### config.mk
export PLATFORM = sky130hd
export DESIGN_NAME = mod53_horner_reduce
export DESIGN_NICKNAME = d
export VERILOG_FILES = /design/src/rtl/mod53_horner_reduce.sv
export SDC_FILE = /design/constraint.sdc
export NUM_CORES = 1
export LEC_CHECK = 0
export CORE_UTILIZATION = 40
export CTS_CLUSTER_DIAMETER = 100
export DETAILED_ROUTE_END_ITERATION = 12
export PLACE_DENSITY_LB_ADDON = 0.12
export REMOVE_ABC_BUFFERS = 1
export SLEW_MARGIN = 20
export SYNTH_ARGS = -nofsm -noshare
export SYNTH_HDL_FRONTEND = slang
export SYNTH_SLANG_ARGS = --single-unit
### constraint.sdc
create_clock -name clk -period 9.2 [get_ports clk]
set_input_delay 2.76 -clock clk [delete_from_list [all_inputs] [get_ports clk]]
set_output_delay 2.76 -clock clk [all_outputs]
set_load 0.02 [all_outputs]
### src/rtl/mod53_horner_reduce.sv
// mod53_horner_reduce: folds MSB-first 6-bit chunks into a residue mod 53 (r <- 11*r + c mod 53)
module mod53_horner_reduce #(
  parameter int NUM_CHUNKS = 84
) (
  input  logic       clk,
  input  logic       rst_n,
  input  logic       in_valid,
  output logic       in_ready,
  input  logic [5:0] in_data,
  input  logic       in_last,
  output logic       out_valid,
  input  logic       out_ready,
  output logic [5:0] out_res,
  output logic       out_err
);
  typedef enum logic {ACC, HOLD} state_t;
  state_t state, state_next;
  logic [5:0] r, r_next;
  logic [7:0] cnt;
  logic [9:0] t0, t1, t2, t3, t4;
  logic acc, at_end, frame_end;
  assign acc = in_valid & in_ready;
  assign at_end = cnt == 8'(NUM_CHUNKS - 1);
  assign frame_end = in_last | at_end;
  // 11*r as shift-add; first chunk of a frame ignores r. Max sum 635 folds in four binary-weighted steps.
  always_comb begin
    t0 = (cnt == 8'd0 ? 10'd0 : (10'(r) << 3) + (10'(r) << 1) + 10'(r)) + 10'(in_data);
    t1 = t0 >= 10'd424 ? t0 - 10'd424 : t0;
    t2 = t1 >= 10'd212 ? t1 - 10'd212 : t1;
    t3 = t2 >= 10'd106 ? t2 - 10'd106 : t2;
    t4 = t3 >= 10'd53 ? t3 - 10'd53 : t3;
    r_next = t4[5:0];
  end
  always_ff @(posedge clk)
    if (!rst_n) state <= ACC;
    else state <= state_next;
  always_comb
    state_next = state == ACC ? (acc && frame_end ? HOLD : ACC) : (out_ready ? ACC : HOLD);
  always_comb begin
    in_ready = state == ACC;
    out_valid = state == HOLD;
  end
  always_ff @(posedge clk)
    if (!rst_n) begin
      r <= '0;
      cnt <= '0;
      out_res <= '0;
      out_err <= 1'b0;
    end else if (acc) begin
      r <= r_next;
      cnt <= frame_end ? 8'd0 : cnt + 8'd1;
      if (frame_end) begin
        out_res <= r_next;
        out_err <= in_last ^ at_end;
      end
    end else if (state == HOLD && out_ready) begin
      r <= '0;
    end
endmodule

Yosys cells after proc, flatten, opt, wreduce, memory -nomap -nowiden:

Index checks and enable logic that the tools add are counted.

* eq/ne operators: 1
* reduce and logical (&&, ||, !) cells: 5
* bitwise logic cells: 4
* muxes and demuxes: 11
* add/sub/neg operators: 8
* $lt $le $gt $ge: 4

Operators with widths (count)
* $mux 10: 4
* $add 10x6->10: 2
* $mux 6: 3
* $add 9x7->10: 1
* $ge 10x6->1 const B: 1
* $ge 10x7->1 const B: 1
* $ge 10x8->1 const B: 1
* $ge 10x9->1 const B: 1
* $sub 10x7->10 const B: 1
* $sub 10x8->10 const B: 1
* $sub 10x9->10 const B: 1
* $add 8x1->8 const B: 1
* $eq 8x7->1 const B: 1
* $logic_not 8->1: 1
* $mux 8: 1
* $sub 6x6->6 const B: 1
* $mux 1: 3
* $logic_and 1x1->1: 2
* $reduce_and 2->1: 1
* $reduce_bool 2->1: 1
* $and 1x1->1: 1
* $not 1->1: 1
* $or 1x1->1: 1
* $xor 1x1->1: 1

* flip-flop bits (word level): 22
* input bits: 11

Logic depth before layout (Yosys ltp):

Gate-level depths: netlist (run 1).

* depth after elaboration: 13
* gate-level depth with buffers: 34

Worst setup path before layout (run 1):

OpenSTA, ideal clock, no wires.

* kind: input port to flip-flop
* start point: input port in_data[0]
* end point: register out_res[3]
* cell stages on the path: 26
* path slack: 1.222 ns
* data arrival time: 7.857 ns
* cell sequence: ha_1 -> inv_1 -> fa_1 -> nand2b_1 -> and4_1 -> or4b_4 -> nand3_4 -> or4_4 -> o41ai_2 -> nor2_1 -> xnor2_2 -> ha_1 -> o22ai_1 -> a31oi_1 -> and2_1 -> buf_2 -> nand4_1 -> and4_1 -> o21a_2 -> nand2b_4 -> a221o_1 -> o21bai_4 -> a211oi_1 -> or4_1 -> nand3_1 -> a21oi_1

* word-level cells in the longest chain between the ends: 9
* elaborated cells between the ends (all ways): 13
* those cells by class: add/sub (5); order compare (4); mux (4)

Ends and longest elaborated chain
* start: declaration: RTL line 9 `input logic [5:0] in_data,`
* $add 10x6->10 (*): RTL line 27 `t0 = (cnt == 8'd0 ? 10'd0 : (10'(r) << 3) + (10'(r) << 1) + 10'(r)) + 10'(in_data);`
* $sub 10x9->10 / $ge 10x9->1 (equally long branches): RTL line 28 `t1 = t0 >= 10'd424 ? t0 - 10'd424 : t0;`
* $mux 10 (*): RTL line 28
* $sub 10x8->10 / $ge 10x8->1 (equally long branches): RTL line 29 `t2 = t1 >= 10'd212 ? t1 - 10'd212 : t1;`
* $mux 10 (*): RTL line 29
* $sub 10x7->10 / $ge 10x7->1 (equally long branches): RTL line 30 `t3 = t2 >= 10'd106 ? t2 - 10'd106 : t2;`
* $mux 10 (*): RTL line 30
* $ge 10x6->1 / $sub 6x6->6 (equally long branches): RTL line 31 `t4 = t3 >= 10'd53 ? t3 - 10'd53 : t3;`
* $mux 6 (*): RTL line 31
* end signal: assignment: RTL line 53 `out_res <= r_next;`
* end: declaration: RTL line 13 `output logic [5:0] out_res,`

Every way passes the cells marked *; elsewhere a longest branch is shown, timed or not.
A chain may end at the register's enable or synchronous reset.

Worst setup path in the final report (run 1):

Ends and elaborated chain as after synthesis.

==> flow_metrics.env, run 1 <==
export IMPL_outcome="complete, no violations"
export IMPL_worstSetupStartpointType="input pin"
export IMPL_fin_hold_ws_ns=0.459
export IMPL_post_route_worst_setup_slack_ns=0.651
export IMPL_seq_area_sq_um=440
export IMPL_clockBufferDepth=2
export IMPL_overall_fraction_of_global_route_tracks_in_use=0.193
export IMPL_starting_drt_drc_count=157
export IMPL_synthCells=415
export IMPL_cts_inserted_buffers=3
export IMPL_fin_worst_skew_ns=0.00394
export IMPL_wire_length_of_the_first_global_routing_pass_mm=13.5
export IMPL_num_vias=3143
export IMPL_gp_congestion=0.877
export IMPL_synth_fa_ha_area_frac=0.110
export IMPL_tightest_slew_ns=0.826
export IMPL_drv_cap=0
export IMPL_grt_antenna_before_repair=0
export IMPL_holdCritStartpoint="out_res[0]$_SDFFE_PN0P_"
export IMPL_synth_enable_flop_cells=0
export IMPL_finalNetCount=464
export IMPL_max_freq_mhz=117
export IMPL_crit_path_max_fanout=6
export IMPL_mux_cell_area_share_after_synthesis=0.0212
export IMPL_setup_violations_final=0
export IMPL_tritoncts="yes"
export IMPL_cts_sink_count=22
export IMPL_die_x_um=91.2
export IMPL_floorplan_initialDensity=0.412
export IMPL_min_period_over_period=0.929
export IMPL_ys_dominant_reg_cell="dfxtp_1"
export IMPL_fin_crit_period_ns=8.55
export IMPL_worst_setup_path_type="in2reg"
export IMPL_synth_top_cell_area_share=0.138
export IMPL_routed_via_density=5.95
export IMPL_wl_per_cell_um=15.1
export IMPL_yosysSeqAreaShare=0.138
export IMPL_hpwl_mm=6.54
export IMPL_coreArea_sq_um=7730
export IMPL_critical_path_required_ns=9.34
export IMPL_count_of_final_max_slew_check_failures=0
export IMPL_finalWirelength_mm=8.00
export IMPL_ant_nets=0
export IMPL_power_per_cell_area_nw_per_um2=395
export IMPL_grt_overflow_total=0
export IMPL_timing_critical_path_slowest_stage_cell="or4_1"
export IMPL_die_height_um=91.2
export IMPL_vdd_drop_max_uv=319
export IMPL_worst_r2r_startpoint="r[2]$_SDFFE_PN0P_"
export IMPL_synth_top_cells_by_area="dfxtp_1 14%, ha_1 7.9%, nor2_1 5.1%"
export IMPL_grt_start_max_net_pins=14
export IMPL_ys_ff_latch=22
export IMPL_post_cts_resize_count=0
export IMPL_design_die_area_sq_um=8320
export IMPL_dpl_cell_count=525
export IMPL_hold_viol_final=0
export IMPL_synth_compound_gate_area_share=0.300
export IMPL_syn_area_sq_um=3180
export IMPL_ctsRootBufferMaster="clkbuf_8"
export IMPL_final_cells=528
export IMPL_post_layout_utilization_of_the_core=0.452
export IMPL_post_synth_and_or_nand_nor_area_fraction=0.319
export IMPL_grt_setup_unrepaired="no"
export IMPL_worst_setup_path_end_kind="flip-flop"
export IMPL_syn_mean_instance_area_sq_um=7.67
export IMPL_setup_tns_final_ns=0
export IMPL_power_leakage_uw=0.00129
export IMPL_timing_hold_worst_class="reg2reg"
export IMPL_post_cts_repair_setup_buffers=0
export IMPL_via_count_of_the_first_global_routing_pass=2899
export IMPL_dominant_combinational_cell_family_by_area_after_synthesis="simple AND/OR/NAND/NOR gates"
export IMPL_yosys_area_share_xor_xnor=0.0649
export IMPL_slowest_delay_ns=0.53
export IMPL_fillers=790
export IMPL_number_of_buffers_added_on_ports=19
export IMPL_antennaDiodeCount=0
export IMPL_core_rowCount=32
export IMPL_headroom_to_the_max_slew_limit=0.448
export IMPL_h_tree_depth=1
export IMPL_most_area_hungry_cell_type_in_the_yosys_netlist="dfxtp_1"
export IMPL_syn_to_final_growth_pct=9.83
export IMPL_synth_async_reset_ratio=0
export IMPL_clk_pin_slew_worst_paths_ns=0.07
export IMPL_synthesis_warning_total=0
export IMPL_combined_area_of_the_multi_input_logic_cells_sq_um=2590
export IMPL_clkLatencyLatePin_ns=0.26
export IMPL_boundaryPins=20
export IMPL_arrival_time_reported_for_the_critical_path_endpoint_ns=8.69
export IMPL_crit_start="in_data[0]"
export IMPL_synth_cell_type_count=89
export IMPL_firstDrtPassIters=4
export IMPL_remaining_drc_errors=0
export IMPL_place_worst_setup_slack_ns=0.426
export IMPL_post_route_cells_drive_above_1_share=0.110
export IMPL_holdBufCountCts=0
==> final timing paths <==
check,to,slack (ns),cells past startpoint
max,out_res[3]$_SDFFE_PN0P_,0.65,26
min,out_res[0]$_SDFFE_PN0P_,0.46,2
max reg2reg,out_res[3]$_SDFFE_PN0P_,1.88,29
min reg2reg,out_res[0]$_SDFFE_PN0P_,0.46,2
==> synthesized netlist by cell type, types with 7 or more instances <==
library cell / count
a31oi_1: 8
or3_1: 8
dfxtp_1: 22
nand3_1: 18
clkbuf_1: 8
nor3_1: 11
a21oi_1: 23
ha_1: 20
xnor2_1: 12
o211ai_1: 7
nand4_1: 16
nor2_1: 43
nand2_1: 41
inv_1: 20
o21ai_0: 14
==> area by class of cell <==
class	count	share of cell area
clock buffer	3	0.0118
inverter	21	0.0225
multi-input combinational	358	0.742
sequential	22	0.126
tap	102	0.0365
timing repair buffer	22	0.0608
==> registers in the layout, summed over array words and instances, names as in the netlist <==
name,count
cnt,8
out_res,6
out_err,1
r,6
out_valid,1
==> routing by layer <==
layer	track usage	wire length, um
met3	0.0243	321
met2	0.315	3580
met4	0.0370	109
met5	0	0
met1	0.272	3980
==> critical path: cells and delay by family <==
| kind | cells | cell delay, ns |
|---|---|---|
| buffers and inverters | 2 | 0.53 |
| AO/OA/AOI/OAI | 10 | 2.19 |
| adder cells (fa/ha/maj) | 3 | 0.87 |
| AND/OR/NAND/NOR | 10 | 2.09 |
| XOR/XNOR | 1 | 0.24 |
==> layout by cell type (no fill, tap or decap), types with 14 or more instances in the layout <==
cell type        instances
o21ai_0                 14
ha_1                    20
nor2_1                  43
inv_1                   20
clkdlybuf4s50_1         19
nand3_1                 18
dfxtp_1                 22
nand2_1                 41
nand4_1                 16
a21oi_1                 23
==> kinds of logic after synthesis <==
kind of cell               Yosys count
adders and majority gates           25
xor gates and xnor gates            21
muxes                                6
AOI/OAI and AO/OA                  121
DFF                                 22
and+or+nand+nor                    185
buffers and inverters               35
==> power breakdown <==
group          internal (uW)  leakage (uW)  switching [uW]
registers                118      0.000179            23.8
logic                    472       0.00109             708
clock network           29.2     0.0000216            29.5
total                    619       0.00129             762
==> per-stage QoR <==
stage               instance area [sq um]  power, uW
floorplan                            3110       1080
global placement                     3450       1310
detailed placement                   3450       1320
CTS                                  3500       1380
global route                         3500       1530
finish                               3500       1380
No activity file was read; power rests on OpenSTA's default activity.
==> run 2, diff against run 1 <==
--- a/config.mk
+++ b/config.mk
@@ -8,6 +8,7 @@
 export CORE_UTILIZATION = 40
 export CTS_CLUSTER_DIAMETER = 100
 export DETAILED_ROUTE_END_ITERATION = 12
+export GPL_TIMING_DRIVEN = 0
 export PLACE_DENSITY_LB_ADDON = 0.12
 export REMOVE_ABC_BUFFERS = 1
 export SLEW_MARGIN = 20
==> run 2 against run 1 <==
Against the previous run: design area rose by 0.14%; sequential share of layout area about the same; final cell count shrank 0.38%; critical path depth is the same; setup slack worse by 0.21 ns; count of clock-buffer cells in the layout is 1 higher; combinational power barely moved; critical path type unchanged; critical endpoint is now r[3]$_SDFFE_PN0P_; highest routed layer unchanged.
==> flow_metrics.env, run 2 (synthesis gave the netlist of run 1 again) <==
export IMPL_outcome="complete, no violations"
export IMPL_final_cell_mix="42 x nor2_1, 41 x nand2_1, 23 x a21oi_1, 22 x dfxtp_1"
export IMPL_grt_antenna_before_repair=0
export IMPL_ant_nets=0
export IMPL_fin_crit_period_ns=8.76
export IMPL_h_tree_depth=1
export IMPL_wl_per_cell_um=14.6
export IMPL_boundaryPins=20
export IMPL_worst_setup_path_type="in2reg"
export IMPL_clockBufferDepth=2
export IMPL_clkLatencyLatePin_ns=0.26
export IMPL_largest_register="cnt"
export IMPL_timing_hold_worst_class="reg2reg"
export IMPL_tightest_slew_ns=0.827
export IMPL_min_period_over_period=0.953
export IMPL_mostFrequentLayoutCell="nor2_1"
export IMPL_hold_viol_final=0
export IMPL_floorplan_initialDensity=0.412
export IMPL_starting_drt_drc_count=98
export IMPL_final_cells=526
export IMPL_design_die_area_sq_um=8320
export IMPL_headroom_to_the_max_slew_limit=0.447
export IMPL_vdd_drop_max_uv=340
export IMPL_worst_setup_path_end_kind="flip-flop"
export IMPL_largestRegisters="cnt x8, out_res x6, r x6"
export IMPL_arrival_time_reported_for_the_critical_path_endpoint_ns=8.92
export IMPL_firstDrtPassIters=4
export IMPL_totalPowerFinal_uw=1380
export IMPL_post_cts_repair_setup_buffers=0
export IMPL_hpwl_mm=6.21
export IMPL_clk_pin_slew_worst_paths_ns=0.08
export IMPL_coreArea_sq_um=7730
export IMPL_fin_worst_skew_ns=0.00444
export IMPL_power_per_cell_area_nw_per_um2=395
export IMPL_antennaDiodeCount=0
export IMPL_tritoncts="yes"
export IMPL_routed_via_density=5.81
export IMPL_cts_sink_count=22
export IMPL_post_route_cells_drive_above_1_share=0.113
export IMPL_setup_tns_final_ns=0
export IMPL_dpl_cell_count=522
export IMPL_syn_to_final_growth_pct=9.98
export IMPL_worstSetupStartpointType="input pin"
export IMPL_gp_congestion=0.851
export IMPL_max_freq_mhz=114
export IMPL_crit_path_max_fanout=7
export IMPL_fillers=805
export IMPL_grt_start_max_net_pins=14
export IMPL_die_x_um=91.2
export IMPL_die_height_um=91.2
export IMPL_finalNetCount=461
export IMPL_remaining_drc_errors=0
export IMPL_grt_setup_unrepaired="no"
export IMPL_overall_fraction_of_global_route_tracks_in_use=0.192
export IMPL_number_of_buffers_added_on_ports=19
export IMPL_setup_violations_final=0
export IMPL_finalWirelength_mm=7.68
export IMPL_core_rowCount=32
export IMPL_largest_register_ffs=8
export IMPL_count_of_final_max_slew_check_failures=0
export IMPL_power_leakage_uw=0.00129
export IMPL_ctsRootBufferMaster="clkbuf_8"
export IMPL_num_vias=3054
export IMPL_cts_inserted_buffers=3
export IMPL_drv_cap=0
export IMPL_wire_length_of_the_first_global_routing_pass_mm=13.4
export IMPL_via_count_of_the_first_global_routing_pass=2872
export IMPL_critical_path_required_ns=9.35
export IMPL_grt_overflow_total=0
export IMPL_fin_hold_ws_ns=0.460
==> run 2: final timing paths <==
check / from / endpoint / slack [ns] / depth (start not counted)
setup reg to reg: r[2]$_SDFFE_PN0P_ / r[3]$_SDFFE_PN0P_ / 1.78 / 29
setup / recovery: in_data[0] / r[3]$_SDFFE_PN0P_ / 0.44 / 26
hold / removal: out_res[3]$_SDFFE_PN0P_ / out_res[3]$_SDFFE_PN0P_ / 0.46 / 2
hold reg to reg: out_res[3]$_SDFFE_PN0P_ / out_res[3]$_SDFFE_PN0P_ / 0.46 / 2
==> run 2: critical path, cell delays in order <==
cell	delay [ns]
clkdlybuf4s50_1	0.49
ha_1	0.17
inv_1	0.05
fa_1	0.42
nand2b_1	0.22
a21oi_1	0.32
nand4_1	0.14
nor2_1	0.11
a22oi_1	0.11
o41ai_2	0.58
nor2_2	0.17
xnor2_2	0.25
ha_1	0.30
o22ai_1	0.12
a31oi_1	0.25
and2_1	0.30
a211oi_2	0.13
o21ai_1	0.21
xor2_2	0.33
o211ai_1	0.17
a21boi_0	0.26
o21bai_4	0.21
a211oi_1	0.12
or4_1	0.53
nand2_1	0.11
o21ai_1	0.07
==> run 2: area by class of cell <==
| class | count | area, sq um | area share |
|---|---|---|---|
| well taps | 102 | 128 | 0.0365 |
| repair buffers | 19 | 190 | 0.0543 |
| flip-flops and latches | 22 | 440 | 0.126 |
| clock buffers | 4 | 55.1 | 0.0157 |
| inverters | 21 | 78.8 | 0.0225 |
| multi-input cells | 358 | 2610 | 0.745 |
==> run 2: per-stage QoR <==
stage                      util  instance area [sq um]  setup WS [ns]
after floorplan               -                   3110           1.22
after global placement    0.444                   3430          0.127
after detailed placement  0.445                   3440         0.0744
after CTS                 0.452                   3490          0.340
after global routing      0.453                   3500         0.0189
final                     0.453                   3500          0.436
==> run 2: metal layers <==
layer,GRT usage,part of all wire
met2,0.319,0.45
met3,0.0201,0.028
met5,0,0
met4,0.0159,0.0018
met1,0.278,0.52
==> run 2: repair_timing <==
item | in CTS | in global routing
endpoints found under the setup margin | 0 | 3
hold buffers | 0 | 0
gates resized for setup | 0 | 2
==> run 2: report_power, final <==
part           switching (uW)  leakage, uW  internal (uW)
combinational             706      0.00108            468
sequential               23.9     0.000179            118
clock                    29.9    0.0000288           38.1
==> RTL edit 1: new RTL, flow settings as in run 2 <==
The parameter `NUM_CHUNKS` goes from 84 to 42.
--- a/src/rtl/mod53_horner_reduce.sv
+++ b/src/rtl/mod53_horner_reduce.sv
@@ -1,5 +1,5 @@
 // mod53_horner_reduce: folds MSB-first 6-bit chunks into a residue mod 53 (r <- 11*r + c mod 53)
 module mod53_horner_reduce #(
-  parameter int NUM_CHUNKS = 84
+  parameter int NUM_CHUNKS = 42
 ) (
   input  logic       clk,
Check against the original RTL: same outputs for any inputs over 4 cycles, from zero or initial values and one cycle with rst_n low; that may be too few to reach the edited logic, so the function may still have changed.
==> RTL edit 1 against run 2 <==
- clock skew is 0.0023 ns higher
- cell area is 5.8% lower
- worst setup slack better by 0.036 ns
- global-route usage is 0.48 points lower
- wire length is 14% lower
- sequential share of layout area is 0.77 points higher
- non-clock buffer count stayed put
- cell count is 10% lower
- power is 23% lower
- area after synthesis is 8.2% lower
- count of clock-buffer cells in the layout is 1 lower
- sequential cell count stayed put
- largest cell class unchanged
==> RTL edit 1: results <==
[timing]
whs_ns = 0.468
worstMarginPinSlew_ns = 0.777
max_freq_mhz = 115
finalClockSkew_ns = 0.00671

[power_and_ir_drop]
clkPwrFrac = 0.085
worst_ir_drop_vdd_mv = 0.183
p_leak_uw = 0.00129
report.power.total_uw = 1060

[route]
finalWirelength_um = 6560
wirelength_met1_um = 3570
wl_met2_um = 2730
wl_per_cell_um = 13.9
wl_met3_um = 195
drt_iter0_drc = 117

[critical_path]
endpoint = "out_res[3]"
r2r_setup_slack_ns = 1.70
timing.rr.end = "out_res[3]"
critical_path_arrival_ns = 8.87
max_stage_delay_ns = 0.50
cp_slowest_cell = "or3_1"
critPathTopFamily = "simple AND/OR/NAND/NOR gates"
critPathMaxFanout = 8

[worst_hold_path]
hold-path-endpoint = "out_err"
hp-start = "out_err"

[global_routing]
grt_pass1_wl_um = 11800
grt_use_met2 = 0.294
grt_use_met1 = 0.277
grt_pass1_vias = 2556
grt_util_met3 = 0.0199
track_usage = 0.188

[synthesis]
synth-compound-area-share = 0.324
yosys.area_share.xor_xnor = 0.0685
post_synth_fa_ha_maj_area_fraction = 0.128
syn_avg_cell_area_sq_um = 8.12
yosysUniqueCellTypes = 81
synth_commonest_cells = "nor2_1 (39), nand2_1 (27), dfxtp_1 (22)"
muxShareOfSynthArea = 0.0424
synth_area_leaders = "dfxtp_1 (15%), ha_1 (9.0%), nor2_1 (5.0%)"
yosysSeqAreaShare = 0.151

[cells_and_area]
drive_gt1_frac = 0.138
nFillCells = 708

[status]
status = "finished, final reports clean"

[place]
hpwl_um = 5310
routabilityCongestion = 0.865
dp_slack_ns = 0.0864

[clocking]
clockBufferDepth = 2
clk_pin_slew_ns = 0.09
-- RTL edit 1: cell count changes in the layout (fill, tap and decap cells not counted), sizes merged, moves of 4 or more --
cell / before / now
nand2: 42 / 29
nand3: 20 / 13
mux2i: 3 / 9
o31ai: 4 / 9
a21oi: 28 / 22
and2: 4 / 9
nor2: 44 / 39
nand4: 16 / 8
or3: 8 / 2
nor3: 15 / 11
a31oi: 8 / 1
-- RTL edit 1: layout make-up --
cell class | count | area (sq um) | area share
inverters | 19 | 71.3 | 0.0216
flip-flops and latches | 22 | 440 | 0.134
multi-input cells | 312 | 2400 | 0.729
well taps | 96 | 120 | 0.0364
repair buffers | 19 | 190 | 0.0577
clock inverters | 1 | 30.0 | 0.00910
clock buffers | 3 | 41.3 | 0.0125
-- RTL edit 1: repair_timing --
action / in CTS / in global routing
setup endpoints to repair: 0 / 9
resized for setup: 0 / 5
hold endpoints to repair: 0 / 0
==> RTL edit 2: new RTL, config.mk and constraints of run 2 <==
Made on the original files. Make the reset (`rst_n`) asynchronous in 2 clocked blocks.
--- a/src/rtl/mod53_horner_reduce.sv
+++ b/src/rtl/mod53_horner_reduce.sv
@@ -32,5 +32,5 @@
     r_next = t4[5:0];
   end
-  always_ff @(posedge clk)
+  always_ff @(posedge clk or negedge rst_n)
     if (!rst_n) state <= ACC;
     else state <= state_next;
@@ -41,5 +41,5 @@
     out_valid = state == HOLD;
   end
-  always_ff @(posedge clk)
+  always_ff @(posedge clk or negedge rst_n)
     if (!rst_n) begin
       r <= '0;
Check against the original RTL: differs if rst_n is asserted again (counterexample within 4 cycles, from zero or initial values and one cycle with rst_n low); with rst_n held inactive, the same outputs for 4 cycles.
==> RTL edit 2 against run 2 <==
- area after synthesis fell by 1.8%
- worst setup slack improved by 0.013 ns
- utilization rose by 1.8 points
- maximum frequency rose by 0.15%
- wire length fell by 1.3%
- cell area fell by 0.39%
- sequential cell count did not move
- critical path depth fell by 1
- clock skew rose by 0.0034 ns
Power is not shown: default switching activity piles up to over one toggle a cycle in this logic, so the estimate is an artifact.
==> RTL edit 2: results <==
[critical_path]
max_stage_delay_ns = 0.51
critical_path_arrival_ns = 8.89
cp_slowest_cell = "or4b_1"
critPathMaxFanout = 9

[synthesis]
muxShareOfSynthArea = 0.0384
post_synth_fa_ha_maj_area_fraction = 0.115
yosysSeqAreaShare = 0.176
yosys.area_share.xor_xnor = 0.0584
yosysUniqueCellTypes = 86
synthFlopType = "dfrtp_1"
async_reset_ff_frac = 1.00
synth-compound-area-share = 0.315
synth_area_leaders = "dfrtp_1 (18%), ha_1 (8.0%), nand2_1 (4.7%)"
netlist_instances = 374
synth_commonest_cells = "nand2_1 (39), nor2_1 (27), o21ai_0 (24)"

[status]
status = "finished, final reports clean"

[global_routing]
grt_max_degree = 23
grt_pass1_wl_um = 12700
grt_pass1_vias = 2744
track_usage = 0.185

[place]
hpwl_um = 6010
routabilityCongestion = 0.859
placed_area_sq_um = 3370
dpl.cell_count = 483

[clocking]
clkLatencyLatePin_ns = 0.26
clk_pin_slew_ns = 0.09

[cells_and_area]
drive_gt1_frac = 0.141
final_nets = 428
fin_area_sq_um = 3490
nFillCells = 730
layout.cells.non_filler = 490

[timing]
worstMarginPinSlew_ns = 0.616
finalClockSkew_ns = 0.00782

[worst_hold_path]
hold_path.class = "flip-flop to flip-flop"

[route]
vias_per_cell = 5.92
drt_iter0_drc = 96
RTL edit 2: worst paths after layout:
kind	startpoint	end	slack, ns	cells after the start
min reg2reg	out_err	out_err	0.49	2
max reg2reg	r[2]	out_res[3]	1.55	30
min in group asynchronous	rst_n	out_res[1]	2.45	1
min	out_err	out_err	0.49	2
max	in_data[3]	out_res[3]	0.45	25
max in group asynchronous	rst_n	out_res[5]	6.40	1
RTL edit 2: layout make-up:
type / count / share of cell area
multi-input combinational: 322 / 0.704
sequential: 22 / 0.158
timing repair buffer: 22 / 0.0596
tap: 99 / 0.0355
inverter: 21 / 0.0226
clock buffer: 3 / 0.0118
clock inverter: 1 / 0.00861
RTL edit 2: routing by layer:
metal	up-vias	wire length, um	global-route usage
met2	59	3520	0.314
met1	1381	3770	0.253
met5	-	0	0
li1	1451	-	-
met3	8	193	0.0126
met4	0	97	0.0457
RTL edit 2: timing repair:
action,4_1_cts,5_1_grt
endpoints found under the setup margin,0,10
gates resized for setup,0,7
buffers inserted,0,3
